[config.mk]
export PLATFORM = sky130hd
export DESIGN_NAME = ps2_key_sequencer
export DESIGN_NICKNAME = d
export VERILOG_FILES = /design/src/rtl/ps2_pkg.sv /design/src/rtl/ps2_event_fifo.sv /design/src/rtl/ps2_key_sequencer.sv
export SDC_FILE = /design/constraint.sdc
export NUM_CORES = 1
export LEC_CHECK = 0
export ABC_AREA = 1
export BUFFER_PORTS_ARGS = -buffer_cell sky130_fd_sc_hd__buf_2
export CAP_MARGIN = 20
export CORE_UTILIZATION = 60
export DETAILED_ROUTE_END_ITERATION = 8
export GPL_ROUTABILITY_DRIVEN = 0
export PLACE_DENSITY = 0.76
export SLEW_MARGIN = 25
export SYNTH_ARGS = -nofsm -noshare
export SYNTH_HDL_FRONTEND = slang
export SYNTH_SLANG_ARGS = --single-unit
[constraint.sdc]
create_clock -name clk -period 1.78 [get_ports clk]
set_input_delay 0.267 -clock clk [delete_from_list [all_inputs] [get_ports clk]]
set_output_delay 0.267 -clock clk [all_outputs]
set_load 0.05 [all_outputs]
[src/rtl/ps2_pkg.sv]
// rtl/ps2_pkg.sv - shared states, scan-code constants and event layout for the PS/2 key sequencer
package ps2_pkg;

  localparam int CODE_W = 8;
  localparam int MODS_W = 4;
  localparam int EVT_W  = MODS_W + 2 + CODE_W;

  localparam logic [7:0] SC_EXT    = 8'hE0;
  localparam logic [7:0] SC_BRK    = 8'hF0;
  localparam logic [7:0] SC_LSHIFT = 8'h12;
  localparam logic [7:0] SC_RSHIFT = 8'h59;
  localparam logic [7:0] SC_CTRL   = 8'h14;
  localparam logic [7:0] SC_ALT    = 8'h11;
  localparam logic [7:0] SC_CAPS   = 8'h58;

  typedef enum logic [1:0] {
    ST_IDLE,
    ST_EXT,
    ST_BRK,
    ST_EXT_BRK
  } ps2_state_t;

  typedef struct packed {
    logic [MODS_W-1:0] mods;
    logic              rel;
    logic              ext;
    logic [CODE_W-1:0] code;
  } ps2_evt_t;

  typedef struct packed {
    logic caps;
    logic caps_held;
    logic ralt;
    logic lalt;
    logic rctrl;
    logic lctrl;
    logic rshift;
    logic lshift;
  } ps2_keys_t;

  // Keyboard housekeeping replies that never produce a key event.
  function automatic logic is_ignored(input logic [7:0] code);
    return code inside {8'h00, 8'hAA, 8'hEE, 8'hFA, 8'hFC, 8'hFE, 8'hFF};
  endfunction

  function automatic ps2_keys_t key_update(input ps2_keys_t k, input logic [7:0] code,
                                           input logic ext, input logic rel);
    ps2_keys_t n;
    n = k;
    case (code)
      SC_LSHIFT: n.lshift = !rel;
      SC_RSHIFT: n.rshift = !rel;
      SC_CTRL: if (ext) n.rctrl = !rel; else n.lctrl = !rel;
      SC_ALT:  if (ext) n.ralt  = !rel; else n.lalt  = !rel;
      SC_CAPS: begin
        // Typematic repeats arrive with the held bit already set and must not toggle.
        if (!rel && !k.caps_held) n.caps = !k.caps;
        n.caps_held = !rel;
      end
      default: ;
    endcase
    return n;
  endfunction

  function automatic logic [MODS_W-1:0] mods_of(input ps2_keys_t k);
    return {k.caps, k.lalt | k.ralt, k.lctrl | k.rctrl, k.lshift | k.rshift};
  endfunction

  function automatic ps2_evt_t build_evt(input ps2_keys_t k, input logic [7:0] code,
                                         input logic ext, input logic rel);
    ps2_evt_t e;
    e.mods = mods_of(key_update(k, code, ext, rel));
    e.rel  = rel;
    e.ext  = ext;
    e.code = code;
    return e;
  endfunction

endpackage

[src/rtl/ps2_event_fifo.sv]
// rtl/ps2_event_fifo.sv - key event FIFO with sticky overflow, full-with-pop accepts a push
module ps2_event_fifo #(
  parameter int DEPTH = 4,
  parameter int WIDTH = 14
) (
  input  logic             clk,
  input  logic             reset_n,
  input  logic             push,
  input  logic [WIDTH-1:0] push_data,
  input  logic             pop,
  output logic             valid,
  output logic [WIDTH-1:0] head,
  output logic             overflow
);

  localparam int AW = $clog2(DEPTH);
  localparam logic [AW:0] PTR_ONE = 1;

  logic [WIDTH-1:0] mem [DEPTH];
  logic [AW:0]      wr_ptr;
  logic [AW:0]      rd_ptr;
  logic             full;
  logic             empty;
  logic             do_pop;
  logic             do_push;

  assign empty   = (wr_ptr == rd_ptr);
  assign full    = (wr_ptr[AW] != rd_ptr[AW]) && (wr_ptr[AW-1:0] == rd_ptr[AW-1:0]);
  assign do_pop  = pop && !empty;
  assign do_push = push && (!full || do_pop);

  always_ff @(posedge clk or negedge reset_n) begin
    if (!reset_n) begin
      wr_ptr   <= '0;
      rd_ptr   <= '0;
      overflow <= 1'b0;
      for (int i = 0; i < DEPTH; i++) mem[i] <= '0;
    end else begin
      if (do_push) begin
        mem[wr_ptr[AW-1:0]] <= push_data;
        wr_ptr <= wr_ptr + PTR_ONE;
      end
      if (do_pop) rd_ptr <= rd_ptr + PTR_ONE;
      if (push && !do_push) overflow <= 1'b1;
    end
  end

  assign valid = !empty;
  assign head  = mem[rd_ptr[AW-1:0]];

endmodule

[src/rtl/ps2_key_sequencer.sv]
// rtl/ps2_key_sequencer.sv - turns raw PS/2 scan bytes into make/break events with modifier snapshots
module ps2_key_sequencer
  import ps2_pkg::*;
#(
  parameter int FIFO_DEPTH     = 4,
  parameter int TIMEOUT_CYCLES = 1_000_000
) (
  input  logic              clk,
  input  logic              reset_n,
  input  logic              scan_strobe,
  input  logic [7:0]        scan_code,
  output logic              evt_valid,
  input  logic              evt_ready,
  output logic [CODE_W-1:0] evt_code,
  output logic              evt_ext,
  output logic              evt_release,
  output logic [MODS_W-1:0] evt_mods,
  output logic              overflow
);

  localparam int TW = $clog2(TIMEOUT_CYCLES + 1);
  localparam logic [TW-1:0] TMO_LAST = TW'(TIMEOUT_CYCLES - 1);
  localparam logic [TW-1:0] TMO_ONE  = TW'(1);

  logic          strobe_meta;
  logic          strobe_sync;
  logic          strobe_prev;
  logic [1:0]    init_cnt;
  logic          byte_pulse;
  logic          byte_valid;
  logic [7:0]    byte_reg;
  ps2_state_t    state;
  logic [TW-1:0] tmo_cnt;
  ps2_keys_t     keys;
  logic          push_valid;
  ps2_evt_t      push_evt;
  logic [EVT_W-1:0] head_bits;
  ps2_evt_t      head_evt;

  // Edge detection stays blind until the synchroniser and prev flop hold real samples,
  // so a strobe already high at reset release never counts as a new byte.
  assign byte_pulse = strobe_sync && !strobe_prev && (init_cnt == 2'd3);

  always_ff @(posedge clk or negedge reset_n) begin
    if (!reset_n) begin
      strobe_meta <= 1'b0;
      strobe_sync <= 1'b0;
      strobe_prev <= 1'b0;
      init_cnt    <= 2'd0;
      byte_valid  <= 1'b0;
      byte_reg    <= 8'h00;
    end else begin
      strobe_meta <= scan_strobe;
      strobe_sync <= strobe_meta;
      strobe_prev <= strobe_sync;
      if (init_cnt != 2'd3) init_cnt <= init_cnt + 2'd1;
      byte_valid <= byte_pulse;
      if (byte_pulse) byte_reg <= scan_code;
    end
  end

  always_ff @(posedge clk or negedge reset_n) begin
    if (!reset_n) begin
      state      <= ST_IDLE;
      tmo_cnt    <= '0;
      keys       <= '0;
      push_valid <= 1'b0;
      push_evt   <= '0;
    end else begin
      push_valid <= 1'b0;
      if (byte_valid) begin
        tmo_cnt <= '0;
        case (state)
          ST_IDLE: begin
            if (byte_reg == SC_EXT) state <= ST_EXT;
            else if (byte_reg == SC_BRK) state <= ST_BRK;
            else if (!is_ignored(byte_reg)) begin
              keys       <= key_update(keys, byte_reg, 1'b0, 1'b0);
              push_evt   <= build_evt(keys, byte_reg, 1'b0, 1'b0);
              push_valid <= 1'b1;
            end
          end
          ST_EXT: begin
            if (byte_reg == SC_BRK) state <= ST_EXT_BRK;
            else if (byte_reg != SC_EXT) begin
              keys       <= key_update(keys, byte_reg, 1'b1, 1'b0);
              push_evt   <= build_evt(keys, byte_reg, 1'b1, 1'b0);
              push_valid <= 1'b1;
              state      <= ST_IDLE;
            end
          end
          ST_BRK: begin
            keys       <= key_update(keys, byte_reg, 1'b0, 1'b1);
            push_evt   <= build_evt(keys, byte_reg, 1'b0, 1'b1);
            push_valid <= 1'b1;
            state      <= ST_IDLE;
          end
          default: begin
            keys       <= key_update(keys, byte_reg, 1'b1, 1'b1);
            push_evt   <= build_evt(keys, byte_reg, 1'b1, 1'b1);
            push_valid <= 1'b1;
            state      <= ST_IDLE;
          end
        endcase
      end else if (state != ST_IDLE) begin
        // A prefix with no follow-up byte is abandoned silently.
        if (tmo_cnt == TMO_LAST) begin
          state   <= ST_IDLE;
          tmo_cnt <= '0;
        end else begin
          tmo_cnt <= tmo_cnt + TMO_ONE;
        end
      end
    end
  end

  ps2_event_fifo #(
    .DEPTH(FIFO_DEPTH),
    .WIDTH(EVT_W)
  ) u_fifo (
    .clk      (clk),
    .reset_n  (reset_n),
    .push     (push_valid),
    .push_data(push_evt),
    .pop      (evt_valid && evt_ready),
    .valid    (evt_valid),
    .head     (head_bits),
    .overflow (overflow)
  );

  assign head_evt    = head_bits;
  assign evt_code    = head_evt.code;
  assign evt_ext     = head_evt.ext;
  assign evt_release = head_evt.rel;
  assign evt_mods    = head_evt.mods;

endmodule

# Yosys cells after proc, flatten, opt, wreduce, memory -nomap -nowiden
# Cells that the tools add are included.
# word_totals
output_inout_bits	16
elab_cells	209
register_bits	122
input_bits	12
# classes
n_eq_ne	29
n_addsub	4
reduce_logical	26
magnitude_cmp	3
bitwise	16
n_mux	103
# ops
operator	count
14-bit two-way mux	8
8-bit == test, second input constant	8
20-bit two-way mux	3
56-bit bitwise mux	1
1-bit two-way mux	56
2-bit two-way mux	24
14-bit one-hot mux with 3 select lines	1
8-bit two-way mux	5
14-bit binary-select mux with 2-bit select	1
14-bit demux with 2-bit select	1
8-bit by 5-bit == test with 1-bit output, second input constant	3
8-bit one-hot mux with 3 select lines	1
20-bit by 1-bit adder with 20-bit output, second input constant	1
20-bit == test, second input constant	1
8-bit by 7-bit == test with 1-bit output, second input constant	2
2-bit != test, second input constant	6
1-bit OR	12
1-bit logical AND	8
8-bit zero test	1
4-bit != test, second input constant	2
8-bit != test, second input constant	1
8-bit AND reduction	1
2-bit nonzero test	4
7-bit nonzero test	1
other kinds (20)	29

# Depth between registers and ports, before layout
# Gate-level depths: netlist of run 1.
# logic_depth
ltp_word	12
mapped_depth	10

# Cells and area by module
# A second synthesis of run 1 with hierarchy kept.
# unflattened
cells_unflattened	828
area_unflattened_um2	6501.2
# modules_own_cells
mod	instances	cells_each	area_per_inst_um2	seq_area_each_um2
ps2_key_sequencer	1	448	3313.2	1476.4
ps2_event_fifo	1	380	3188.1	1576.5

# Least setup slack after synthesis of run 1
# No wires, ideal clock.
# synth_timing
path_kind	reg-to-output
startpoint	register u_fifo.rd_ptr[0]
endpoint	output evt_code[4]
n_path_buf	2
arrival_time_ns	1.835
required_time_ns	1.513
slack_ns	-0.322
path_stages_with_launch	6
path_cell_list	dfrtp_1 -> inv_1 -> clkbuf_1 -> clkbuf_1 -> nor2_1 -> o22ai_1
# synth_via
elab_chain_cells	4
# synth_rtl
item	line	source
from (decl)	ps2_event_fifo.sv:21	logic [AW:0] rd_ptr;
from (signal assigned)	ps2_event_fifo.sv:43	if (do_pop) rd_ptr <= rd_ptr + PTR_ONE;
2-bit NOT with 3-bit output (implied by the code)	ps2_event_fifo.sv:49	assign head = mem[rd_ptr[AW-1:0]];
14-bit binary-select mux with 2-bit select	ps2_event_fifo.sv:49	
14-bit two-way mux (implied by the code) (2 in a row)	ps2_event_fifo.sv:49	
to (decl)	ps2_key_sequencer.sv:14	output logic [CODE_W-1:0] evt_code,
# Every way passes these cells. The select of a mux whose other input is x is not followed.

# Worst setup path in the final report of run 1
# layout_timing
startpoint	register u_fifo.rd_ptr[0]
endpoint	output evt_code[0]
# Same word-level chain as after synthesis.

==> impl_metrics.json, run 1 <==
{
  "cts_tree": "yes",
  "hold_class": "input port to flop",
  "drv_slew": 0,
  "p_per_area_mw_per_mm2": 1674,
  "viasPerCell": 5.839,
  "combPwrFrac_pct": 44.5,
  "hold_slack_ns": 0.07920,
  "drc_errors": 0,
  "overflow": 0,
  "crit_family": "flip-flops",
  "start_util_pct": 61.42,
  "synth_top_area_share_pct": 48.36,
  "grt_pass1_wl_mm": 26.25,
  "cts.path.max_buffers": 2,
  "p_switching_mw": 5.532,
  "vdd_ir_drop_max_mv": 1.160,
  "crit_fanout": 6,
  "drive_above_1_share_pct": 21.05,
  "yosysWarnings": 0,
  "core_area_mm2": 0.01028,
  "grt_max_degree": 47,
  "wl_met3_mm": 1.248,
  "fill_cells": 698,
  "max_slew.worst_pin.slew_ns": 0.5408,
  "synthTopCellsByArea": "dfrtp_1, nand2_1, o21ai_0",
  "io_pins": 28,
  "ys_ff_latch": 122,
  "cts.sinks": 122,
  "clkTransAtPathRegs_ns": 0.06,
  "min_from": "evt_ready",
  "port_buffers": 27,
  "synth_top_cell_by_area": "dfrtp_1",
  "grt_antenna_before_repair": 0,
  "synth_edf_count": 0,
  "track_usage_pct": 30.42,
  "synthArstFlopShare_pct": 100.0,
  "cp-start-kind": "flop",
  "first_iter_violations": 471,
  "cp_slowest_stage_delay_ns": 0.46,
  "netlist_top_cells_count": "nand2_1, dfrtp_1, o21ai_0",
  "ctsRootBufferMaster": "clkbuf_8",
  "largest_reg_flops": 56,
  "die-height_um": 104.6,
  "ys_seq_area_share_pct": 48.36,
  "postSynthCellCount": 791,
  "rsz0062_at_grt": "true",
  "first_global_vias": 5593,
  "setup_violations": 59,
  "regMostFlops": "u_fifo.mem",
  "syn_to_final_growth_pct": 25.29,
  "path_class": "flop to output port",
  "critPathCaptureType": "output port",
  "clk_latency_ns": 0.52,
  "slew_headroom_pct": 63.91,
  "reg_top3": "u_fifo.mem x56, tmo_cnt x20, push_evt x14",
  "p_leak_nw": 3.895,
  "antenna_cells": 0,
  "finalHoldViolations": 0,
  "syn_area_mm2": 0.006312,
  "crit_required_ns": 1.51,
  "crit_path_top_delay_cell": "dfrtp_2",
  "crit_buf_inv": 2,
  "drtPass1Iterations": 5,
  "maxCapViolCount": 0,
  "die_x_um": 104.6,
  "ant_nets": 0,
  "critPathLaunch": "u_fifo.rd_ptr[0]",
  "rows": 37,
  "clkPwrFrac_pct": 24.3,
  "violations": "setup timing",
  "synth_cell_type_count": 40,
  "final_util_pct": 76.95,
  "worst_clock_skew_ns": 0.009148,
  "vias": 5897,
  "reg2reg_from": "u_fifo.rd_ptr[0]",
  "numCtsBuffers": 17,
  "period_share_pct": 113.6,
  "seq_power_share_pct": 31.2,
  "p_int_mw": 7.711,
  "fmax_mhz": 494.5,
  "fin_ws_ns": -0.2421,
  "h-tree-depth": 4,
  "syn_nets": 810,
  "synth.most_common_cell": "nand2_1",
  "period_minus_slack_ns": 2.022,
  "cp_cell_sequence": "buf_4 -> o21ai_0 -> o22ai_2 -> buf_6",
  "dpl.hpwl_mm": 10.09,
  "dr_wl_met2_mm": 8.480,
  "avgRoutedWirePerCell_um": 16.85,
  "nets": 881,
  "wl_met1_mm": 6.679,
  "synth_area_per_cell_um2": 7.980,
  "ys.flop_type": "dfrtp_1",
  "arrival_ns": 1.76,
  "swShare_pct": 41.77,
  "dieArea_mm2": 0.01093,
  "routed_wl_mm": 17.02,
  "routed.top_layer": "met4",
  "status": "finished, violations left"
}
layout make-up:
type / instances / area, µm² / share of cell area [%]
multi-input cells: 588 / 3115 / 39.39
inverters: 57 / 224.0 / 2.832
repair buffers: 76 / 794.5 / 10.05
clock buffers: 21 / 449.2 / 5.679
clock inverters: 10 / 100.1 / 1.266
well taps: 136 / 170.2 / 2.152
flip-flops and latches: 122 / 3055 / 38.63
placed cells by master, fill, tap and decap left out, types with 3 or more instances in the layout:
master | Yosys | layout
buf_12 | 2 | 6
xor2_1 | 9 | 9
inv_2 | 6 | 4
nand4_1 | 17 | 17
buf_6 | 4 | 17
a21oi_1 | 8 | 8
nand3_1 | 34 | 34
o22ai_2 | 0 | 6
buf_2 | 5 | 11
o21ai_0 | 89 | 64
o21ai_2 | 10 | 17
o21ai_1 | 2 | 20
nand2_1 | 260 | 257
dlygate4sd3_1 | 0 | 10
o22ai_4 | 0 | 8
ha_1 | 7 | 7
nor3_1 | 12 | 12
nor2_1 | 77 | 71
nand2_2 | 10 | 12
clkbuf_8 | 0 | 3
nand2_4 | 5 | 5
inv_1 | 51 | 50
nor2_2 | 8 | 12
nand2_8 | 1 | 3
nor2_4 | 2 | 6
clkbuf_16 | 0 | 19
xnor2_1 | 3 | 3
clkinv_2 | 0 | 8
buf_4 | 3 | 26
dfrtp_1 | 122 | 120
layer usage:
layer / GRT usage, % / up-vias
met5: 0 / -
met3: 5.989 / 71
met1: 38.15 / 2820
met2: 51.04 / 297
met4: 13.88 / 0
li1: - / 2709
metrics by stage:
stage | power (mW) | setup WS [ns] | cells | cell area [µm²] | setup TNS [ns]
floorplan | 7.522 | -0.05540 | 791 | 6460 | -0.05540
global placement | 8.574 | 0.1555 | 951 | 6818 | 0
detailed placement | 8.741 | 0.1162 | 951 | 6818 | 0
CTS | 12.79 | -0.1909 | 997 | 7680 | -3.396
global route | 13.83 | -0.2728 | 1010 | 7909 | -7.837
finish | 13.24 | -0.2421 | 1010 | 7909 | -4.013
power by group through the flow:
| stage | sequential (mW) | combinational [mW] | clock (mW) |
|---|---|---|---|
| 2_1_floorplan | 3.93 | 3.59 | 0 |
| 3_3_place_gp | 4.03 | 4.54 | 0 |
| 3_5_place_dp | 4.06 | 4.68 | 0 |
| 4_1_cts | 4.07 | 5.48 | 3.23 |
| 5_1_grt | 4.20 | 6.27 | 3.35 |
| 6_report | 4.13 | 5.89 | 3.22 |
logic make-up after synthesis:
logic type	Yosys count	synth area share [%]
simple gates	438	30.80
compound gates	127	11.16
flops	122	48.36
buf+inv	84	6.442
xor+xnor	12	1.665
fa+ha+maj	7	1.387
mux	1	0.1784
final timing paths:
path	cells after the start	slack (ns)	to
setup / recovery	4	-0.24	evt_code[0]
setup reg to reg	10	-0.12	u_fifo.mem[30]
max in group asynchronous	3	0.92	u_fifo.mem[12]
hold reg to reg	0	0.36	strobe_sync
hold / removal	3	0.08	u_fifo.rd_ptr[2]
min in group asynchronous	2	0.26	u_fifo.mem[15]
timing repair:
action / CTS / global route
cloned: 1 / 6
endpoints found under the hold margin: 41 / 0
gates resized for setup: 73 / 17
pin swaps: 0 / 8
hold buffers: 10 / 0
setup endpoints to repair: 15 / 94
buffers inserted: 4 / 7
worst reg2reg max path: stages, from the launching register on:
cell,delay [ns]
dfrtp_2,0.46
buf_4,0.15
xor2_1,0.19
a21oi_2,0.07
buf_4,0.15
nand2_4,0.07
nand2_8,0.09
buf_12,0.18
nor2_4,0.25
nand2_1,0.10
nand2_1,0.13
Note: power is estimated with default switching activity, not from simulation.
==> inputs of run 2 (changes only) <==
--- a/config.mk
+++ b/config.mk
@@ -8,10 +8,12 @@
 export ABC_AREA = 1
 export BUFFER_PORTS_ARGS = -buffer_cell sky130_fd_sc_hd__buf_2
 export CAP_MARGIN = 20
-export CORE_UTILIZATION = 60
+export CORE_ASPECT_RATIO = 0.6
+export CORE_UTILIZATION = 45
 export DETAILED_ROUTE_END_ITERATION = 8
 export GPL_ROUTABILITY_DRIVEN = 0
-export PLACE_DENSITY = 0.76
+export PLACE_DENSITY = 0.59
+export SKIP_LAST_GASP = 1
 export SLEW_MARGIN = 25
 export SYNTH_ARGS = -nofsm -noshare
 export SYNTH_HDL_FRONTEND = slang
==> run 2 against run 1 <==
The flow still finishes with violations (setup timing). Final cell count rose by 4.3%. Worst setup slack improved by 0.18 ns. Final area fell by 1.7%. Clock skew barely moved. Hold slack got worse by 0.025 ns. Sequential share of layout area rose by 0.64 points. Critical path type unchanged. Sequential power fell by 1%. First-iteration DRC count rose by 3.4%. Via count fell by 5.0%. Wire length fell by 2.7%. Non-clock buffer count fell by 13. Register-to-register slack improved by 0.14 ns.
==> impl_metrics.json, run 2 (same netlist as run 1, synthesis figures left out) <==
{
  "status": "finished, violations left",
  "violations": "setup timing",
  "vdd_ir_drop_max_mv": 0.8695,
  "setup_violations": 14,
  "antenna_cells": 0,
  "port_buffers": 27,
  "drive_above_1_share_pct": 20.91,
  "largest_reg_flops": 56,
  "final_common_cell": "nand2_1",
  "first_iter_violations": 487,
  "arrival_ns": 1.57,
  "first_global_vias": 5231,
  "h-tree-depth": 4,
  "vias": 5605,
  "dieArea_mm2": 0.01452,
  "max_slew.worst_pin.slew_ns": 0.5008,
  "drc_errors": 0,
  "overflow": 0,
  "track_usage_pct": 24.45,
  "cts.path.max_buffers": 2,
  "die_x_um": 154.9,
  "finalHoldViolations": 0,
  "p_leak_nw": 3.784,
  "nets": 867,
  "die-height_um": 93.74,
  "grt_max_degree": 35,
  "viasPerCell": 5.323,
  "io_pins": 28,
  "syn_to_final_growth_pct": 23.19,
  "clkTransAtPathRegs_ns": 0.06,
  "avgRoutedWirePerCell_um": 15.72,
  "dpl.hpwl_mm": 11.63,
  "regMostFlops": "u_fifo.mem",
  "maxCapViolCount": 0,
  "slew_headroom_pct": 66.61,
  "rsz0062_at_grt": "true",
  "cp-start-kind": "flop",
  "fmax_mhz": 543.1,
  "p_per_area_mw_per_mm2": 1676,
  "reg_top3": "u_fifo.mem x56, tmo_cnt x20, push_evt x14",
  "critPathCaptureType": "output port",
  "ant_nets": 0,
  "clk_latency_ns": 0.42,
  "drv_slew": 0,
  "hold_class": "input port to flop",
  "crit_required_ns": 1.51,
  "period_minus_slack_ns": 1.841,
  "cts.sinks": 122,
  "grt_pass1_wl_mm": 27.08,
  "layout_common_cells": "nand2_1, dfrtp_1, nor2_1, o21ai_0, inv_1",
  "rows": 33,
  "numCtsBuffers": 17,
  "grt_antenna_before_repair": 0,
  "drtPass1Iterations": 5,
  "ctsRootBufferMaster": "clkbuf_16",
  "routed_wl_mm": 16.55,
  "crit_fanout": 12,
  "worst_clock_skew_ns": 0.009512,
  "final_util_pct": 56.90,
  "period_share_pct": 103.4,
  "path_class": "flop to output port",
  "tns_ns": -0.3854,
  "start_util_pct": 46.19,
  "fin_ws_ns": -0.06113,
  "core_area_mm2": 0.01367,
  "cts_tree": "yes"
}
[run 2: cell types whose count changed in the layout (fill, tap and decap cells not counted), sizes merged]
cell and delta:
buf -2, clkbuf -7, clkinv -5, clkinvlp +2
dlygate4sd3 -8, inv +8, nor2 -1
[run 2: metrics by stage]
stage / hold slack (ns) / setup WS, ns / total power [mW] / area [µm²] / cells
floorplan: -0.02859 / -0.05540 / 7.522 / 6460 / 791
global placement: 0.2518 / 0.1249 / 8.724 / 6923 / 1015
detailed placement: 0.2542 / 0.07243 / 8.847 / 6923 / 1015
CTS: 0.05039 / -0.08295 / 12.88 / 7651 / 1050
global route: 0.06812 / -0.1119 / 13.72 / 7776 / 1053
finish: 0.05451 / -0.06113 / 13.03 / 7776 / 1053
[run 2: area by class of cell]
cell class                      instances  area, µm²
Tap cell                              192      240.2
Fill cell                            1234       5891
Clock inverter                         15      160.2
Multi-Input combinational cell        587       3103
Inverter                               57      216.5
Timing Repair Buffer                   63      576.8
Sequential cell                       122       3054
Clock buffer                           17      425.4
[run 2: power by group]
| part | switching (mW) | total [mW] | internal (mW) |
|---|---|---|---|
| logic | 3.49 | 5.49 | 2.00 |
| clock network | 1.37 | 3.46 | 2.09 |
| registers | 0.608 | 4.08 | 3.47 |
| total | 5.47 | 13.0 | 7.56 |
[run 2: timing repair]
action | CTS | global route
buffers inserted | 1 | 1
setup endpoints to repair | 15 | 70
hold buffers | 2 | 0
gates cloned | 0 | 2
endpoints found under the hold margin | 27 | 0
pin swaps | 1 | 3
gates resized for setup | 60 | 26
[run 2: final timing paths]
check	from	to	slack [ns]	cells past startpoint
max in group asynchronous	reset_n	u_fifo.mem[54]	0.67	3
max reg2reg	u_fifo.rd_ptr[0]	u_fifo.mem[34]	0.02	9
max	u_fifo.rd_ptr[0]	evt_code[7]	-0.06	5
min in group asynchronous	reset_n	tmo_cnt[14]	0.35	2
min	scan_code[4]	byte_reg[4]	0.05	3
min reg2reg	strobe_meta	strobe_sync	0.35	0
[run 2: worst max-delay path: stages, from the launching register on]
cell     delay (ns)
dfrtp_2        0.46
inv_4          0.10
buf_12         0.14
nor2_1         0.07
o22ai_4        0.21
buf_6          0.19
[run 2: per-layer routing]
metal	global-route usage (%)	wire length (µm)	share of wire, %	vias up
met5	0	0	0	-
met4	7.673	159	0.96	0
met3	4.244	919	5.6	14
met2	35.02	6906	42	189
met1	37.17	8567	52	2701
li1	-	-	-	2701
==> inputs of run 3 (changes only) <==
--- a/config.mk
+++ b/config.mk
@@ -8,11 +8,13 @@
 export ABC_AREA = 1
 export BUFFER_PORTS_ARGS = -buffer_cell sky130_fd_sc_hd__buf_2
 export CAP_MARGIN = 20
+export CELL_PAD_IN_SITES_DETAIL_PLACEMENT = 1
+export CELL_PAD_IN_SITES_GLOBAL_PLACEMENT = 2
 export CORE_ASPECT_RATIO = 0.6
-export CORE_UTILIZATION = 45
+export CORE_UTILIZATION = 37
 export DETAILED_ROUTE_END_ITERATION = 8
 export GPL_ROUTABILITY_DRIVEN = 0
-export PLACE_DENSITY = 0.59
+export PLACE_DENSITY_LB_ADDON = 0.08
 export SKIP_LAST_GASP = 1
 export SLEW_MARGIN = 25
 export SYNTH_ARGS = -nofsm -noshare
==> run 3 against run 2 <==
The flow still finishes with violations (setup timing). Sequential share of layout area fell by 4.2 points. Final area is 12% higher. Global-route usage grew 0.90 points. Clock power grew 16%. Via count rose by 4.9%. Final cell count up 6.0%. Sequential cell count is the same. Critical endpoint is now evt_code[6]. Worst setup slack got worse by 0.066 ns. Hold slack got worse by 0.0011 ns.
==> impl_metrics.json, run 3 (same netlist as run 1, synthesis figures left out) <==
{
  "status": "finished, violations left",
  "violations": "setup timing",
  "clk_latency_ns": 0.43,
  "track_usage_pct": 25.35,
  "io_pins": 28,
  "cp-start-kind": "flop",
  "max_slew.worst_pin.slew_ns": 0.5522,
  "worst_clock_skew_ns": 0.01006,
  "nets": 894,
  "dieArea_mm2": 0.01760,
  "period_minus_slack_ns": 1.907,
  "dp_slack_ns": -0.01970,
  "core_area_mm2": 0.01644,
  "cts.path.max_buffers": 2,
  "dpl.hpwl_mm": 14.31,
  "crit_required_ns": 1.51,
  "vias": 5881,
  "fmax_mhz": 524.4,
  "largest_reg_flops": 56,
  "grt_antenna_before_repair": 0,
  "register_area_mm2": 0.003055,
  "ant_nets": 0,
  "port_buffers": 27,
  "first_global_vias": 5716,
  "setup_violations": 38,
  "start_util_pct": 38.39,
  "grt_pass1_wl_mm": 32.73,
  "antenna_cells": 0,
  "grt_max_degree": 34,
  "viasPerCell": 5.270,
  "slew_headroom_pct": 63.15,
  "drc_errors": 0,
  "multi_input_area_mm2": 0.003525,
  "final_common_cell": "nand2_1",
  "fin_ws_ns": -0.1270,
  "cts_tree": "yes",
  "avgRoutedWirePerCell_um": 20.29,
  "critPathCaptureType": "output port",
  "regMostFlops": "u_fifo.mem",
  "syn_to_final_growth_pct": 37.90,
  "ctsRootBufferMaster": "clkbuf_16",
  "drive_above_1_share_pct": 31.76,
  "arrival_ns": 1.64,
  "period_share_pct": 107.1,
  "clkTransAtPathRegs_ns": 0.06,
  "rsz0062_at_grt": "true",
  "die-height_um": 103.2,
  "overflow": 0,
  "layout_common_cells": "nand2_1, dfrtp_1, o21ai_0, nor2_1, nand2_2",
  "reg_top3": "u_fifo.mem x56, tmo_cnt x20, push_evt x14",
  "crit_fanout": 11,
  "h-tree-depth": 4,
  "drv_slew": 0,
  "first_iter_violations": 324,
  "routed_wl_mm": 22.65,
  "drtPass1Iterations": 5,
  "cts.sinks": 122,
  "maxCapViolCount": 0,
  "rows": 36,
  "p_per_area_mw_per_mm2": 1712,
  "p_leak_nw": 4.280,
  "hold_class": "input port to flop",
  "path_class": "flop to output port",
  "tns_ns": -1.886,
  "vdd_ir_drop_max_mv": 0.9229,
  "die_x_um": 170.6,
  "fill_cells": 1875,
  "numCtsBuffers": 17,
  "finalHoldViolations": 0
}
[run 3: changes by cell type in the layout (fill, tap and decap cells not counted), moves of 5 or more]
cell,previous run,this run
buf_12,5,10
buf_4,28,37
buf_6,17,22
inv_6,8,1
nand2_1,258,201
nand2_2,12,49
nand2_4,5,24
nor2_1,74,59
nor2_2,8,18
nor2_4,6,11
o21ai_4,0,5
[run 3: timing repair]
action / 4_1_cts / 5_1_grt
endpoints found under the setup margin: 24 / 110
hold buffers: 2 / 0
pin swaps: 2 / 24
endpoints found under the hold margin: 26 / 0
setup buffers: 6 / 9
resized for setup: 79 / 141
cloned: 2 / 6
[run 3: path summary, 6_finish.rpt]
path,from,end,slack (ns),cells past startpoint
max in group asynchronous,reset_n,u_fifo.mem[27],0.83,3
min in group asynchronous,reset_n,u_fifo.mem[28],0.33,2
min,scan_code[3],byte_reg[3],0.05,3
max,u_fifo.rd_ptr[0],evt_code[6],-0.13,5
min reg2reg,strobe_meta,strobe_sync,0.36,0
max reg2reg,u_fifo.rd_ptr[0],u_fifo.mem[8],-0.04,11
[run 3: area by class of cell]
type / count / area share, %
clock buffer: 21 / 5.175
clock inverter: 11 / 2.487
inverter: 57 / 2.717
multi-input combinational: 589 / 40.49
sequential: 122 / 35.10
tap: 228 / 3.277
timing repair buffer: 88 / 10.75
[run 3: through the flow]
step | area, µm² | utilization, % | hold WS, ns | instances | power [mW]
floorplan | 6460 | - | -0.02859 | 791 | 7.522
CTS | 7999 | 48.65 | 0.04777 | 1101 | 14.10
finish | 8705 | 52.95 | 0.05343 | 1116 | 14.90
global route | 8705 | 52.95 | 0.08241 | 1116 | 15.56
detailed placement | 7041 | 42.82 | 0.2556 | 1059 | 9.085
global placement | 7041 | 42.82 | 0.2484 | 1059 | 8.913
[run 3: power breakdown]
group / internal, mW / switching (mW) / total (mW)
clock: 2.66 / 1.34 / 4.00
sequential: 3.48 / 0.725 / 4.20
combinational: 2.53 / 4.16 / 6.70
[run 3: routing by layer]
metal | share of wire (%) | GRT usage (%) | wire length, µm
met4 | 2.0 | 8.108 | 451
met2 | 42 | 35.70 | 9525
met5 | 0 | 0 | 0
met1 | 52 | 38.93 | 11680
met3 | 4.4 | 4.452 | 989
[run 3: critical path, cell delays in order, from the launching register on]
cell      delay (ns)
dfrtp_2         0.45
clkinv_4        0.14
buf_16          0.19
o21ai_2         0.17
o22ai_4         0.09
buf_6           0.16
